`config.mk`:
```
export PLATFORM = sky130hd
export DESIGN_NAME = branch_predict_unit_flat
export DESIGN_NICKNAME = d
export VERILOG_FILES = /design/src/rtl/branch_predict_unit_if.sv /design/src/rtl/branch_predict_unit.sv /design/src/flat_wrapper.sv
export SDC_FILE = /design/constraint.sdc
export NUM_CORES = 1
export LEC_CHECK = 0
export CAP_MARGIN = 15
export CORE_ASPECT_RATIO = 1.75
export CORE_MARGIN = 4
export CORE_UTILIZATION = 45
export CTS_CLUSTER_DIAMETER = 40
export DETAILED_ROUTE_END_ITERATION = 7
export PLACE_DENSITY = 0.72
export SETUP_SLACK_MARGIN = 0.3
export SLEW_MARGIN = 20
export SYNTH_ARGS = -nofsm -noshare
export SYNTH_HDL_FRONTEND = slang
export SYNTH_SLANG_ARGS = --single-unit
```
`constraint.sdc`:
```
create_clock -name clk -period 4.5 [get_ports clk]
set_input_delay 0.675 -clock clk [delete_from_list [all_inputs] [get_ports clk]]
set_output_delay 0.675 -clock clk [all_outputs]
set_load 0.1 [all_outputs]
```
`src/rtl/branch_predict_unit_if.sv`:
```
// Fetch/execute-side bus of the branch predict unit: prediction lookup, resolution request,
// registered result and performance counters.
interface branch_predict_unit_if #(
  parameter int XLEN  = 32,
  parameter int CNT_W = 32
);
  logic [XLEN-1:0]  fetch_pc;
  logic             pred_taken;
  logic             ex_valid;
  logic [XLEN-1:0]  ex_pc;
  logic [XLEN-1:0]  ex_rs1;
  logic [XLEN-1:0]  ex_rs2;
  logic [4:0]       ex_brop;
  logic             ex_pred_taken;
  logic             flush;
  logic             res_valid;
  logic             res_taken;
  logic             res_mispredict;
  logic [CNT_W-1:0] br_count;
  logic [CNT_W-1:0] mis_count;

  modport master (
    output fetch_pc, ex_valid, ex_pc, ex_rs1, ex_rs2, ex_brop, ex_pred_taken, flush,
    input  pred_taken, res_valid, res_taken, res_mispredict, br_count, mis_count
  );

  modport slave (
    input  fetch_pc, ex_valid, ex_pc, ex_rs1, ex_rs2, ex_brop, ex_pred_taken, flush,
    output pred_taken, res_valid, res_taken, res_mispredict, br_count, mis_count
  );
endinterface

```
`src/rtl/branch_predict_unit.sv`:
```
// Execute-stage branch/jump resolver with a bimodal 2-bit BHT for fetch prediction
// and saturating branch / misprediction counters.
module branch_predict_unit #(
  parameter int XLEN        = 32,
  parameter int BHT_ENTRIES = 64,
  parameter int CNT_W       = 32
) (
  input  logic              clk,
  input  logic              rst,
  branch_predict_unit_if.slave bus
);
  localparam int IDX_W = $clog2(BHT_ENTRIES);

  logic [1:0]       bht [BHT_ENTRIES];
  logic [IDX_W-1:0] fidx, eidx;
  logic             is_jmp, is_cond, accept, cond, taken, mispred;
  logic [1:0]       ctr_cur, ctr_nxt;
  logic             res_valid_q, res_taken_q, res_mis_q;
  logic [CNT_W-1:0] br_cnt_q, mis_cnt_q;

  assign fidx           = bus.fetch_pc[IDX_W+1:2];
  assign eidx           = bus.ex_pc[IDX_W+1:2];
  assign bus.pred_taken = bht[fidx][1];

  assign is_jmp  = bus.ex_brop[4];
  assign is_cond = (bus.ex_brop[4:3] == 2'b01);
  assign accept  = bus.ex_valid & ~bus.flush & (is_jmp | is_cond);

  // Reserved codes 010/011 fall through to not-taken.
  always_comb begin
    cond = 1'b0;
    case (bus.ex_brop[2:0])
      3'b000:  cond = (bus.ex_rs1 == bus.ex_rs2);
      3'b001:  cond = (bus.ex_rs1 != bus.ex_rs2);
      3'b100:  cond = ($signed(bus.ex_rs1) <  $signed(bus.ex_rs2));
      3'b101:  cond = ($signed(bus.ex_rs1) >= $signed(bus.ex_rs2));
      3'b110:  cond = (bus.ex_rs1 <  bus.ex_rs2);
      3'b111:  cond = (bus.ex_rs1 >= bus.ex_rs2);
      default: cond = 1'b0;
    endcase
  end

  assign taken   = is_jmp | cond;
  assign mispred = is_jmp | (cond != bus.ex_pred_taken);

  assign ctr_cur = bht[eidx];
  always_comb begin
    ctr_nxt = ctr_cur;
    if (cond && ctr_cur != 2'b11)       ctr_nxt = ctr_cur + 2'd1;
    else if (!cond && ctr_cur != 2'b00) ctr_nxt = ctr_cur - 2'd1;
  end

  always_ff @(posedge clk) begin
    if (rst) begin
      for (int i = 0; i < BHT_ENTRIES; i++) bht[i] <= 2'b01;
    end else if (accept && is_cond) begin
      bht[eidx] <= ctr_nxt;
    end
  end

  always_ff @(posedge clk) begin
    if (rst) begin
      res_valid_q <= 1'b0;
      res_taken_q <= 1'b0;
      res_mis_q   <= 1'b0;
      br_cnt_q    <= '0;
      mis_cnt_q   <= '0;
    end else begin
      res_valid_q <= accept;
      res_taken_q <= accept & taken;
      res_mis_q   <= accept & mispred;
      if (accept && br_cnt_q != '1)              br_cnt_q  <= br_cnt_q + 1'b1;
      if (accept && mispred && mis_cnt_q != '1)  mis_cnt_q <= mis_cnt_q + 1'b1;
    end
  end

  assign bus.res_valid      = res_valid_q;
  assign bus.res_taken      = res_taken_q;
  assign bus.res_mispredict = res_mis_q;
  assign bus.br_count       = br_cnt_q;
  assign bus.mis_count      = mis_cnt_q;
endmodule

```
`src/flat_wrapper.sv`:
```
// flat-port wrapper written by rule: the top's interface ports become plain ports
module branch_predict_unit_flat 
#(
  parameter int XLEN        = 32,
  parameter int BHT_ENTRIES = 64,
  parameter int CNT_W       = 32
)
  (clk, rst, bus_fetch_pc, bus_ex_valid, bus_ex_pc, bus_ex_rs1, bus_ex_rs2, bus_ex_brop, bus_ex_pred_taken, bus_flush, bus_pred_taken, bus_res_valid, bus_res_taken, bus_res_mispredict, bus_br_count, bus_mis_count);
  branch_predict_unit_if #(.XLEN(XLEN), .CNT_W(CNT_W)) bus_i ();
  input  logic clk;
  input  logic rst;
  input wire logic [$bits(bus_i.fetch_pc)-1:0] bus_fetch_pc;
  input wire logic [$bits(bus_i.ex_valid)-1:0] bus_ex_valid;
  input wire logic [$bits(bus_i.ex_pc)-1:0] bus_ex_pc;
  input wire logic [$bits(bus_i.ex_rs1)-1:0] bus_ex_rs1;
  input wire logic [$bits(bus_i.ex_rs2)-1:0] bus_ex_rs2;
  input wire logic [$bits(bus_i.ex_brop)-1:0] bus_ex_brop;
  input wire logic [$bits(bus_i.ex_pred_taken)-1:0] bus_ex_pred_taken;
  input wire logic [$bits(bus_i.flush)-1:0] bus_flush;
  output wire logic [$bits(bus_i.pred_taken)-1:0] bus_pred_taken;
  output wire logic [$bits(bus_i.res_valid)-1:0] bus_res_valid;
  output wire logic [$bits(bus_i.res_taken)-1:0] bus_res_taken;
  output wire logic [$bits(bus_i.res_mispredict)-1:0] bus_res_mispredict;
  output wire logic [$bits(bus_i.br_count)-1:0] bus_br_count;
  output wire logic [$bits(bus_i.mis_count)-1:0] bus_mis_count;
  assign bus_i.fetch_pc = bus_fetch_pc;
  assign bus_i.ex_valid = bus_ex_valid;
  assign bus_i.ex_pc = bus_ex_pc;
  assign bus_i.ex_rs1 = bus_ex_rs1;
  assign bus_i.ex_rs2 = bus_ex_rs2;
  assign bus_i.ex_brop = bus_ex_brop;
  assign bus_i.ex_pred_taken = bus_ex_pred_taken;
  assign bus_i.flush = bus_flush;
  assign bus_pred_taken = bus_i.pred_taken;
  assign bus_res_valid = bus_i.res_valid;
  assign bus_res_taken = bus_i.res_taken;
  assign bus_res_mispredict = bus_i.res_mispredict;
  assign bus_br_count = bus_i.br_count;
  assign bus_mis_count = bus_i.mis_count;
  branch_predict_unit #(.XLEN(XLEN), .BHT_ENTRIES(BHT_ENTRIES), .CNT_W(CNT_W)) u_core (.clk(clk), .rst(rst), .bus(bus_i));
endmodule
```
# Word level (Yosys, flattened, before mapping)
# Memory sizes are Yosys's and may differ from the RTL's.
# Cells that the tools add are included.
dict set report totals {
  reg_bits 67
  latch_bits 0
  ramBits 128
  mem_bits_ro 0
  input_bits 138
  output_inout_bits 68
  n_memories 1
}
dict set report classes {
  add_sub_neg 4
  multipliers 0
  n_div 0
  n_lt_le_gt_ge 4
  n_eq_ne 12
  shifts 0
  n_mux 11
  bitwise_logic 8
  reduce_logical 10
}
# memory depth word_bits rd rd_clocked_by_memory_dff wr line_no
set mem_list {}
lappend mem_list {u_core.bht 64 2 2 0 64 branch_predict_unit.sv:14} ;# logic [1:0] bht [BHT_ENTRIES];
# cell count
set op_table {}
lappend op_table {{32-bit by 1-bit adder with 32-bit output, second input constant} 2}
lappend op_table {{32-bit >= comparator} 2}
lappend op_table {{32-bit less-than comparator} 2}
lappend op_table {{32-bit != test, second input constant} 2}
lappend op_table {{32-bit equality test} 1}
lappend op_table {{32-bit != test} 1}
lappend op_table {{3-bit equality test, second input constant} 4}
lappend op_table {{1-bit logical AND} 6}
lappend op_table {{1-bit two-way mux} 6}
lappend op_table {{2-bit two-way mux} 3}
lappend op_table {{6-bit two-way mux} 1}
lappend op_table {{1-bit one-hot mux with 6 select lines} 1}
lappend op_table {{1-bit AND} 4}
lappend op_table {{3-bit by 1-bit equality test with 1-bit output, second input constant} 1}
lappend op_table {{3-bit logical NOT} 1}
lappend op_table {{1-bit OR} 3}
lappend op_table {{2-bit by 1-bit adder with 2-bit output, second input constant} 1}
lappend op_table {{2-bit by 1-bit equality test with 1-bit output, second input constant} 1}
lappend op_table {{2-bit != test, second input constant} 1}
lappend op_table {{2-bit nonzero test} 1}
lappend op_table {{2-bit OR reduction} 1}
lappend op_table {{2-bit by 1-bit subtractor with 2-bit output, second input constant} 1}
lappend op_table {{1-bit logical NOT} 1}
lappend op_table {{1-bit != test} 1}
lappend op_table {{1-bit inverter} 1}

# Logic depth before layout (Yosys ltp)
dict set report depth {
  word_depth 9
  depth_mapped 16
  mapped_depth_nobuf 12
}

# Worst setup path before layout
# OpenSTA, ideal clock, no wires.
dict set report synth_path {
  kind {input port to output port}
  from {input bus_fetch_pc[2]}
  to {output bus_pred_taken}
  t_arrival_ns 3.362
  t_required_ns 3.825
  path_slack_ns 0.463
  stages 5
  path_buffers 2
  cell_sequence {clkbuf_1 buf_1 mux4_2 mux4_2 mux4_2}
}
dict set report synth_between {
  elab_chain_len 1
}
# element line_no
set synth_rtl {}
lappend synth_rtl {{start, declared} flat_wrapper.sv:12} ;# input wire logic [$bits(bus_i.fetch_pc)-1:0] bus_fetch_pc;
lappend synth_rtl {{memory read 64 x 2 bit} --}
lappend synth_rtl {{end, declared} flat_wrapper.sv:20} ;# output wire logic [$bits(bus_i.pred_taken)-1:0] bus_pred_taken;
# Every way passes these cells.

==> impl_metrics.xml <==
<?xml version="1.0" encoding="UTF-8"?>
<metrics>
  <group name="logic_synthesis">
    <metric name="yosys.area.top_type" unit="">sky130_fd_sc_hd__edfxtp_1</metric>
    <metric name="yosys_warnings" unit="">0</metric>
    <metric name="synth_seq_cells" unit="">195</metric>
    <metric name="synth_top_area_share" unit="%">34.81</metric>
    <metric name="post_synth_most_frequent_cells" unit="">sky130_fd_sc_hd__edfxtp_1, sky130_fd_sc_hd__nor2_1, sky130_fd_sc_hd__nand3_1</metric>
    <metric name="synthFlopType" unit="">sky130_fd_sc_hd__edfxtp_1</metric>
    <metric name="post_synth_num_cell_types" unit="">70</metric>
    <metric name="synthTopCellsByArea" unit="">sky130_fd_sc_hd__edfxtp_1, sky130_fd_sc_hd__dfxtp_1, sky130_fd_sc_hd__nand3_1</metric>
    <metric name="synth.yosys.seq_area_share" unit="%">46.95</metric>
    <metric name="synth.avg_cell_area" unit="um^2">9.825</metric>
    <metric name="synthArstFlopShare" unit="%">0</metric>
    <metric name="post_synth_inst_count" unit="">1124</metric>
    <metric name="post_synth_instance_area" unit="um^2">11040</metric>
    <metric name="yosys.cell_count.top_type" unit="">sky130_fd_sc_hd__edfxtp_1</metric>
    <metric name="syn_nets" unit="">1298</metric>
    <metric name="synth-edff-count" unit="">128</metric>
  </group>
  <group name="worst_setup_path">
    <metric name="timing.reg2reg.setup_slack" unit="ns">1.24</metric>
    <metric name="timing.critical_path.arrival" unit="ns">4.30</metric>
    <metric name="worst_setup_path_start_kind" unit="">input pin</metric>
    <metric name="worstPathMaxFanout" unit="">20</metric>
    <metric name="r2r_start" unit="">u_core.bht[39][0]</metric>
    <metric name="worst_r2r_endpoint" unit="">u_core.bht[42][1]</metric>
    <metric name="critPathCapture" unit="">u_core.bht[42][1]</metric>
    <metric name="reg2regPathDepth" unit="">11</metric>
    <metric name="worst_setup_path_startpoint" unit="">bus_ex_pc[4]</metric>
    <metric name="data_required_time_at_the_worst_endpoint" unit="ns">4.74</metric>
    <metric name="type_of_the_setup_path_with_the_least_slack" unit="">input pin to flop</metric>
    <metric name="sort_of_element_at_the_end_of_the_critical_path" unit="">flop</metric>
  </group>
  <group name="pwr">
    <metric name="fin_total_pwr" unit="uW">4173</metric>
    <metric name="p_per_area" unit="nW/um^2">300.3</metric>
    <metric name="worst_ir_drop_vdd" unit="V">0.0002526</metric>
    <metric name="static-leakage-power" unit="uW">0.004852</metric>
  </group>
  <group name="clocking">
    <metric name="cts.clk_slew.worst_paths" unit="ns">0.07</metric>
    <metric name="cts_htree_levels" unit="">4</metric>
    <metric name="clk-insertion-delay-late" unit="ns">0.44</metric>
    <metric name="clockRootBuffer" unit="">sky130_fd_sc_hd__clkbuf_16</metric>
    <metric name="cts_hold_buf" unit="">0</metric>
    <metric name="clock_tree.buffer_depth" unit="">2</metric>
    <metric name="numCtsBuffers" unit="">17</metric>
    <metric name="tritoncts_num_sinks" unit="">195</metric>
    <metric name="tritoncts" unit="">built</metric>
    <metric name="post_cts_buffers" unit="">0</metric>
  </group>
  <group name="placement">
    <metric name="dp_slack" unit="ns">-0.1560</metric>
    <metric name="port_bufs" unit="">153</metric>
    <metric name="gp_congestion" unit="">0.8919</metric>
    <metric name="hpwlAfterDp" unit="um">23630</metric>
  </group>
  <group name="global_routing">
    <metric name="grt_overflow_total" unit="">0</metric>
    <metric name="grt_pass1_wl" unit="um">50030</metric>
    <metric name="grt_antenna_before_repair" unit="">1</metric>
    <metric name="first_global_vias" unit="">9667</metric>
    <metric name="grtUsageTotal" unit="%">23.42</metric>
    <metric name="pin_count_of_the_biggest_net_entering_global_routing" unit="">79</metric>
  </group>
  <group name="floorplanning">
    <metric name="floorplan.die.height" unit="um">215.2</metric>
    <metric name="placeable_core_region" unit="um^2">24120</metric>
    <metric name="row_count" unit="">75</metric>
    <metric name="initial_utilization" unit="%">45.79</metric>
    <metric name="design.portCount" unit="">206</metric>
    <metric name="die_width" unit="um">126.4</metric>
    <metric name="floorplan.die_area" unit="um^2">27210</metric>
  </group>
  <group name="sta">
    <metric name="maxSlewViolCount" unit="">0</metric>
    <metric name="skew" unit="ns">0.01072</metric>
    <metric name="fin_setup_tns" unit="ns">0</metric>
    <metric name="worstMarginPinSlew" unit="ns">1.014</metric>
    <metric name="timing.final.hold_violations" unit="">0</metric>
    <metric name="layout_min_cycle_time" unit="ns">4.064</metric>
    <metric name="timing.final.crit_share" unit="%">90.30</metric>
    <metric name="max_freq" unit="MHz">246.1</metric>
    <metric name="timing.final.setup_violations" unit="">0</metric>
    <metric name="layout_setup_ws" unit="ns">0.4364</metric>
    <metric name="unrepaired_setup_endpoints_after_global_routing" unit="">no</metric>
    <metric name="slew_headroom" unit="%">32.18</metric>
  </group>
  <group name="outcome">
    <metric name="run_status" unit="">finished clean</metric>
  </group>
  <group name="detailed_routing">
    <metric name="drt_pass1_iterations" unit="">6</metric>
    <metric name="vias_per_cell" unit="">5.895</metric>
    <metric name="drt_iter0_drc" unit="">719</metric>
    <metric name="num_vias" unit="">9461</metric>
    <metric name="ant_nets" unit="">0</metric>
    <metric name="detail_route.drc_violations" unit="">0</metric>
    <metric name="finalWirelength" unit="um">31690</metric>
    <metric name="average_wire_per_cell_in_the_routed_design" unit="um">19.74</metric>
  </group>
  <group name="finish">
    <metric name="final_layout_size_suffix_gt1_share" unit="%">12.04</metric>
    <metric name="design.final.nets" unit="">1457</metric>
    <metric name="layout.filler_cells" unit="">2112</metric>
    <metric name="area_growth_syn_to_layout" unit="%">25.84</metric>
  </group>
  <group name="job">
    <metric name="cap_violations" unit="">0</metric>
  </group>
  <group name="hold_path">
    <metric name="worst_hold_class" unit="">flop to flop</metric>
  </group>
</metrics>
## what timing repair did
action / 4_1_cts / 5_1_grt
setup endpoints to repair: 1 / 60
cloned: 0 / 0
resized for setup: 1 / 7
pin swaps: 0 / 1
## state kept, by name, summed over array words and instances, names as in the netlist
register / cells
u_core.bht: 128
u_core.bus.br_count: 32
u_core.bus.mis_count: 32
u_core.bus.res_mispredict: 1
u_core.bus.res_taken: 1
u_core.bus.res_valid: 1
## how the worst min path moves through the flow
stage / from / to / depth (start not counted)
floorplan: rst / u_core.bus.res_valid / 1
detailed placement: u_core.bus.mis_count[9] / u_core.bus.mis_count[9] / 2
global placement: u_core.bus.mis_count[9] / u_core.bus.mis_count[9] / 2
finish: u_core.bus.mis_count[9] / u_core.bus.mis_count[9] / 2
global route: u_core.bus.mis_count[9] / u_core.bus.mis_count[9] / 2
CTS: u_core.bus.mis_count[9] / u_core.bus.mis_count[9] / 2
## worst max-delay path: stages
cell	delay, ns
sky130_fd_sc_hd__clkdlybuf4s50_1	0.48
sky130_fd_sc_hd__buf_4	0.19
sky130_fd_sc_hd__nor3b_2	0.15
sky130_fd_sc_hd__buf_4	0.18
sky130_fd_sc_hd__buf_12	0.13
sky130_fd_sc_hd__a221oi_1	0.30
sky130_fd_sc_hd__nand3_1	0.16
sky130_fd_sc_hd__a21oi_2	0.26
sky130_fd_sc_hd__and4_4	0.27
sky130_fd_sc_hd__ha_1	0.25
sky130_fd_sc_hd__nor2b_1	0.13
sky130_fd_sc_hd__mux2_1	0.26
sky130_fd_sc_hd__or3_2	0.44
sky130_fd_sc_hd__buf_12	0.18
sky130_fd_sc_hd__nor4_1	0.22
## power breakdown
group / total, uW / internal, uW / switching, uW
clock network: 1460 / 772 / 686
logic: 772 / 324 / 448
registers: 1940 / 1930 / 17.2
## placed cells by master, fill, tap and decap left out, drive strengths merged, types with 21 or more instances in the layout
master / n
a21oi: 40
nand2: 97
nand3: 103
nand2b: 51
edfxtp: 128
mux4: 21
ha: 36
a22oi: 58
inv: 47
and3: 25
dfxtp: 67
buf: 75
clkdlybuf4s50: 150
nor2: 110
nor3: 25
nand4: 25
## cells by family (layout without fill, tap and decap cells)
family,count (synthesis),after routing,share of synthesized area [%]
XOR/XNOR,31,31,2.527
AO/OA/AOI/OAI,174,174,11.21
multiplexers,33,33,5.484
buffers and inverters,131,303,4.895
adder cells (fa/ha/maj),36,36,4.079
AND/OR/NAND/NOR,524,524,24.86
other,0,1,0
flip-flops,195,195,46.95
## final cells by class
class | instances | area [um^2] | area share [%]
multi-input combinational | 798 | 5389 | 38.78
sequential | 195 | 5185 | 37.31
timing repair buffer | 226 | 2202 | 15.85
clock buffer | 19 | 432.9 | 3.115
tap | 308 | 385.4 | 2.773
inverter | 45 | 168.9 | 1.215
clock inverter | 13 | 131.4 | 0.9453
antenna | 1 | 2.502 | 0.01801
## per-stage QoR
stage | instances | hold WS (ns) | area (um^2) | utilization [%]
after floorplan | 1124 | 0.7780 | 11040 | -
after global placement | 1572 | 0.4735 | 13300 | 55.13
after detailed placement | 1572 | 0.4822 | 13300 | 55.13
after CTS | 1604 | 0.4925 | 13870 | 57.49
after global routing | 1605 | 0.5101 | 13900 | 57.62
final | 1605 | 0.4940 | 13900 | 57.62
## routing by layer
metal | routed length, um | up-vias | track usage (%)
met4 | 1708 | 0 | 13.03
met1 | 10630 | 4545 | 23.21
met3 | 1730 | 106 | 4.720
li1 | - | 4462 | -
met2 | 17620 | 348 | 44.34
met5 | 0 | - | 0
Note: power is estimated with default switching activity, not from simulation.
